`config.mk`:
```
export PLATFORM = sky130hd
export DESIGN_NAME = muldiv_unit
export DESIGN_NICKNAME = d
export VERILOG_FILES = /design/src/rtl/muldiv_unit.sv
export SDC_FILE = /design/constraint.sdc
export NUM_CORES = 1
export LEC_CHECK = 0
export ABC_AREA = 1
export ABC_CLOCK_PERIOD_IN_PS = 3600
export BUFFER_PORTS_ARGS = -buffer_cell sky130_fd_sc_hd__buf_2
export CORE_ASPECT_RATIO = 1.2
export CORE_MARGIN = 2
export CORE_UTILIZATION = 40
export CTS_CLUSTER_SIZE = 40
export DETAILED_ROUTE_END_ITERATION = 12
export GPL_TIMING_DRIVEN = 0
export MAX_ROUTING_LAYER = met4
export PLACE_DENSITY = 0.66
export SLEW_MARGIN = 40
export SYNTH_ARGS = -nofsm -noshare
export SYNTH_HDL_FRONTEND = slang
export SYNTH_SLANG_ARGS = --single-unit
export TNS_END_PERCENT = 10
```
`constraint.sdc`:
```
create_clock -name clk -period 3.6 [get_ports clk]
set_input_delay 0.36 -clock clk [delete_from_list [all_inputs] [get_ports clk]]
set_output_delay 0.36 -clock clk [all_outputs]
set_load 0.005 [all_outputs]
```
`src/rtl/muldiv_unit.sv`:
```
// Iterative RV32M multiply/divide unit for the EX stage.
// Shift-add multiply and restoring divide on magnitudes, sign fix-up at the end.
module muldiv_unit #(
  parameter int XLEN = 32
) (
  input  logic            clk,
  input  logic            rst,
  input  logic            flush,
  input  logic            start,
  input  logic [2:0]      op,
  input  logic [XLEN-1:0] rs1_val,
  input  logic [XLEN-1:0] rs2_val,
  output logic            busy,
  output logic            done,
  output logic [XLEN-1:0] result,
  output logic            stall
);

  localparam int CW = $clog2(XLEN);

  localparam logic [1:0] S_IDLE = 2'd0;
  localparam logic [1:0] S_RUN  = 2'd1;
  localparam logic [1:0] S_DONE = 2'd2;

  logic [1:0]        state;
  logic [2:0]        op_q;
  logic              a_neg;
  logic              b_neg;
  logic [XLEN-1:0]   opnd;
  logic [2*XLEN-1:0] acc;
  logic [CW-1:0]     cnt;

  logic              a_sgn;
  logic              b_sgn;
  logic              a_neg_in;
  logic              b_neg_in;
  logic [XLEN-1:0]   mag_a;
  logic [XLEN-1:0]   mag_b;
  logic              div_zero;
  logic              div_ovf;
  logic              special;
  logic [XLEN-1:0]   special_res;

  logic [XLEN:0]     mul_sum;
  logic [2*XLEN-1:0] mul_next;
  logic [XLEN:0]     rem_sh;
  logic [XLEN:0]     rem_diff;
  logic              no_borrow;
  logic [2*XLEN-1:0] div_next;
  logic [2*XLEN-1:0] nxt;
  logic [2*XLEN-1:0] prod_fix;
  logic [XLEN-1:0]   quo;
  logic [XLEN-1:0]   rem;
  logic [XLEN-1:0]   fin;

  // Hold the pipeline while an accepted op is still in flight.
  assign stall = start & ~done & ~flush & ~rst;

  // Operand decode: signedness, magnitudes and divide special cases.
  always_comb begin
    a_sgn    = (op == 3'b001) | (op == 3'b010)
             | (op[2] & ~op[0]);
    b_sgn    = (op == 3'b001) | (op[2] & ~op[0]);
    a_neg_in = a_sgn & rs1_val[XLEN-1];
    b_neg_in = b_sgn & rs2_val[XLEN-1];
    mag_a    = a_neg_in ? -rs1_val : rs1_val;
    mag_b    = b_neg_in ? -rs2_val : rs2_val;
    div_zero = (rs2_val == '0);
    div_ovf  = a_sgn & b_sgn
             & (rs1_val == {1'b1, {(XLEN-1){1'b0}}})
             & (rs2_val == '1);
    special  = op[2] & (div_zero | div_ovf);
    if (op[1])
      special_res = div_zero ? rs1_val : '0;
    else
      special_res = div_zero ? '1 : rs1_val;
  end

  // One iteration step plus the sign-corrected final result.
  always_comb begin
    mul_sum   = {1'b0, acc[2*XLEN-1:XLEN]}
              + (acc[0] ? {1'b0, opnd} : '0);
    mul_next  = {mul_sum, acc[XLEN-1:1]};
    rem_sh    = acc[2*XLEN-1:XLEN-1];
    no_borrow = (rem_sh >= {1'b0, opnd});
    rem_diff  = rem_sh - {1'b0, opnd};
    if (no_borrow)
      div_next = {rem_diff[XLEN-1:0], acc[XLEN-2:0], 1'b1};
    else
      div_next = {acc[2*XLEN-2:0], 1'b0};
    nxt      = op_q[2] ? div_next : mul_next;
    prod_fix = (a_neg ^ b_neg) ? -nxt : nxt;
    quo      = nxt[XLEN-1:0];
    rem      = nxt[2*XLEN-1:XLEN];
    if (op_q[2]) begin
      if (op_q[1])
        fin = a_neg ? -rem : rem;
      else
        fin = (a_neg ^ b_neg) ? -quo : quo;
    end else begin
      if (op_q[1:0] == 2'b00)
        fin = prod_fix[XLEN-1:0];
      else
        fin = prod_fix[2*XLEN-1:XLEN];
    end
  end

  // Control FSM and datapath registers.
  always_ff @(posedge clk) begin
    if (rst) begin
      state  <= S_IDLE;
      busy   <= 1'b0;
      done   <= 1'b0;
      result <= '0;
      cnt    <= '0;
      acc    <= '0;
      opnd   <= '0;
      op_q   <= '0;
      a_neg  <= 1'b0;
      b_neg  <= 1'b0;
    end else if (flush) begin
      state <= S_IDLE;
      busy  <= 1'b0;
      done  <= 1'b0;
    end else begin
      unique case (state)
        S_IDLE: begin
          done <= 1'b0;
          if (start) begin
            op_q  <= op;
            a_neg <= a_neg_in;
            b_neg <= b_neg_in;
            opnd  <= op[2] ? mag_b : mag_a;
            acc   <= {{XLEN{1'b0}}, op[2] ? mag_a : mag_b};
            cnt   <= '0;
            busy  <= 1'b1;
            if (special) begin
              result <= special_res;
              done   <= 1'b1;
              state  <= S_DONE;
            end else begin
              state <= S_RUN;
            end
          end
        end
        S_RUN: begin
          acc <= nxt;
          cnt <= cnt + CW'(1);
          if (cnt == CW'(XLEN-1)) begin
            result <= fin;
            done   <= 1'b1;
            state  <= S_DONE;
          end
        end
        S_DONE: begin
          done  <= 1'b0;
          busy  <= 1'b0;
          state <= S_IDLE;
        end
        default: begin
          done  <= 1'b0;
          busy  <= 1'b0;
          state <= S_IDLE;
        end
      endcase
    end
  end

endmodule
```
==> summary.md <==
| Metric | Value |
|---|---|
| Outcome | `finished with violations` |
| Failing checks | `setup timing` |
| Leakage power | `roughly 11 nW` |
| GRT Overall Usage | `between 40% and 50%` |
| Place WS | `-1.429 ns` |
| Worst path arrival time | `4.60 ns` |
| Die area | `47620 µm²` |
| 1st-pass router iterations | `9` |
| Post-synthesis cell area | `18350 µm²` |
| Final core occ | `roughly 50%` |
| Min-Delay Path Class | `in -> reg` |
| Commonest non-fill, non-tap cell in the layout | `nand2_1` |
| TritonCTS clock tree | `yes` |
| EDFF count, synth | `0` |
| Latest clock arrival within the worst-skew pair | `roughly 0.46 ns` |
| Slew headroom | `a little over a third` |
| Site Rows | `86` |
| VDD IR-drop max | `approximately 0.00026 V` |
| Core Area | `about 46000 µm²` |
| Area delta synth->final | `21.53%` |
| Ys async rst share | `0%` |
| WL/cell | `around 23 µm` |
| Average cell area after synthesis | `roughly 5.5 µm²` |
| DR vias | `between 20000 and 25000` |
| Count of different cell masters after synthesis | `60` |
| Final Cycle Share | `117.1%` |
| Gr busiest metal | `met2` |
| Fmax | `237.1 MHz` |
| Pins over their slew limit | `0` |
| Global placer's final weighted congestion | `between 1 and 1.5` |
| Final HPWL DP | `slightly below 80 mm` |
| Max-cap violations | `0` |
| Bufs on Longest Clock Path | `2` |
| Post-route minimum period | `around 4.2 ns` |
| Max stage delay on crit path | `roughly 0.37 ns` |
| Largest area contributor in the netlist | `nand2_1` |
| Sink Count | `approximately 140` |
| Synth Register Bits | `about 140` |
| Crit-path max FO | `5` |
| Synth Flop Type | `dfxtp_1` |
| Synthesis Warnings | `0` |
| Final-stage net count | `around 3700` |
| CTS Buf Count | `17` |
| Setup WS post-layout | `-0.6172 ns` |
| DRC | `0` |
| Endpoints failing setup | `30` |
| Post-synthesis sequential area ratio | `between 10% and 20%` |
| PD cells | `~300 nW/µm²` |
| GRT met3 Usage | `6.010%` |
| Final hold vios | `0` |
| Worst Setup End Kind | `flop` |
| Drt initial violations | `between 2000 and 3000` |
| Vias per inst | `approximately 5.6` |
| Hold WS | `between 0.2 and 0.25 ns` |
| First-pass GRT wire length | `138.8 mm` |
| Vias in the first global route | `between 20000 and 25000` |
| Layout cells sized above 1 | `19.23%` |
| CTS HTree Levels | `4` |
| Hold_buf cts | `0` |
| GRT met1 Usage | `between 40% and 50%` |
| Starting Density | `approximately 40%` |
| I/O Buffers | `102` |
| Synth top area share | `between 20 and 25%` |
| Post-Synthesis Cells | `roughly 3300` |
| I/O pins | `about 110` |
| Reg clk slew, reported paths | `~0.070 ns` |
| Post-Syn Nets | `3469` |
| Slew @ Worst Pin | `~0.94 ns` |
| Unrepaired setup endpoints after global routing | `true` |
| Slowest CP cell | `dfxtp_4` |
| Critical path class | `reg -> reg` |
| Final setup skew | `0.009829 ns` |
| Most frequent cells in the layout | `nand2_1, inv_1, nand3_1, nor2_1, a21oi_1` |
| Grt met2 use | `between 60 and 70%` |
| CP required | `approximately 4.0 ns` |
| Die width | `between 150 and 200 µm` |
| Die height | `about 240 µm` |
| Initial antenna violation count | `1` |
| GRT Residual Overflow | `0` |
| Post-Route WL | `between 90 and 100 mm` |
| Pin count of the biggest net entering global routing | `17` |
| Critical Path Source Type | `flop` |
| Fill count | `slightly above 5000` |
| Clock root cell | `clkbuf_16` |
| Final ANT Viol Nets | `0` |
| Synth top area cells | `nand2_1, dfxtp_1, inv_1` |
final cells by class:
| class | count | area [µm²] | area share [%] |
|---|---|---|---|
| Buffer | 139 | 649.4 | 2.911 |
| Timing Repair Buffer | 187 | 1161 | 5.206 |
| Antenna cell | 1 | 2.502 | 0.01122 |
| Sequential cell | 142 | 3022 | 13.55 |
| Tap cell | 616 | 770.7 | 3.455 |
| Inverter | 467 | 1772 | 7.943 |
| Clock buffer | 18 | 429.2 | 1.924 |
| Clock inverter | 13 | 165.2 | 0.7404 |
| Multi-Input combinational cell | 2575 | 14330 | 64.26 |
flip-flops by register name, indices dropped and copies added, names as in the netlist:
signal	count
a_neg	1
acc	64
b_neg	1
busy	1
cnt	5
done	1
op_q	3
opnd	32
result	32
state	2
timing repair:
item                       in CTS  in global routing
resized for setup             240                165
buffers inserted               56                 29
pin swaps                      35                 56
setup endpoints to repair      42                 32
report_power, final:
group | switching [mW] | internal (mW) | total, mW
logic | 2.16 | 0.939 | 3.10
clock network | 0.805 | 1.09 | 1.90
registers | 0.0632 | 1.61 | 1.68
metal layers:
metal  vias up  part of all wire [%]
li1      11110                     -
met1     10490                    37
met2      1226                    44
met3       382                   8.2
met4         0                    11
met5         -                     0
final timing paths:
path / from / end / slack, ns / depth (start not counted)
setup / recovery: opnd[28] / result[10] / -0.62 / 28
hold / removal: start / state[0] / 0.23 / 3
setup reg to reg: opnd[28] / result[10] / -0.62 / 28
hold reg to reg: result[2] / result[2] / 0.47 / 2
metrics by stage:
stage,std cells,setup TNS (ns),power (mW),instance area [µm²]
floorplan,3325,-0.05764,3.486,18450
global placement,4043,-40.20,4.432,19730
detailed placement,4043,-39.70,4.423,19730
CTS,4128,-10.29,6.440,21550
global route,4158,-16.94,6.932,22310
finish,4158,-11.13,6.671,22310
synth_stat cells, drive strengths merged (17+ instances only):
library cell,instances
dfxtp,142
nand2,1083
a21oi,252
nand3b,18
inv,465
nor3,34
xnor2,17
o211ai,42
buf,52
nand4,50
o21ai,165
clkbuf,89
nor2,291
xor2,99
maj3,22
ha,71
or2,19
nand3,315
logic make-up after synthesis:
family / synth area share [%]
muxes: 0.05454
xor gates and xnor gates: 5.535
buffers and inverters: 13.00
DFF: 15.49
and+or+nand+nor: 43.22
adders and majority gates: 6.258
AOI/OAI and AO/OA: 16.44
critical path, delay by kind of cell, from the launching register on:
kind                       cells  cell delay, ns
buffers and inverters          3            0.32
AOI/OAI and AO/OA              5            0.66
and+or+nand+nor               18            2.29
adders and majority gates      2            0.47
DFF                            1            0.37
(Power assumes the default switching activity.)
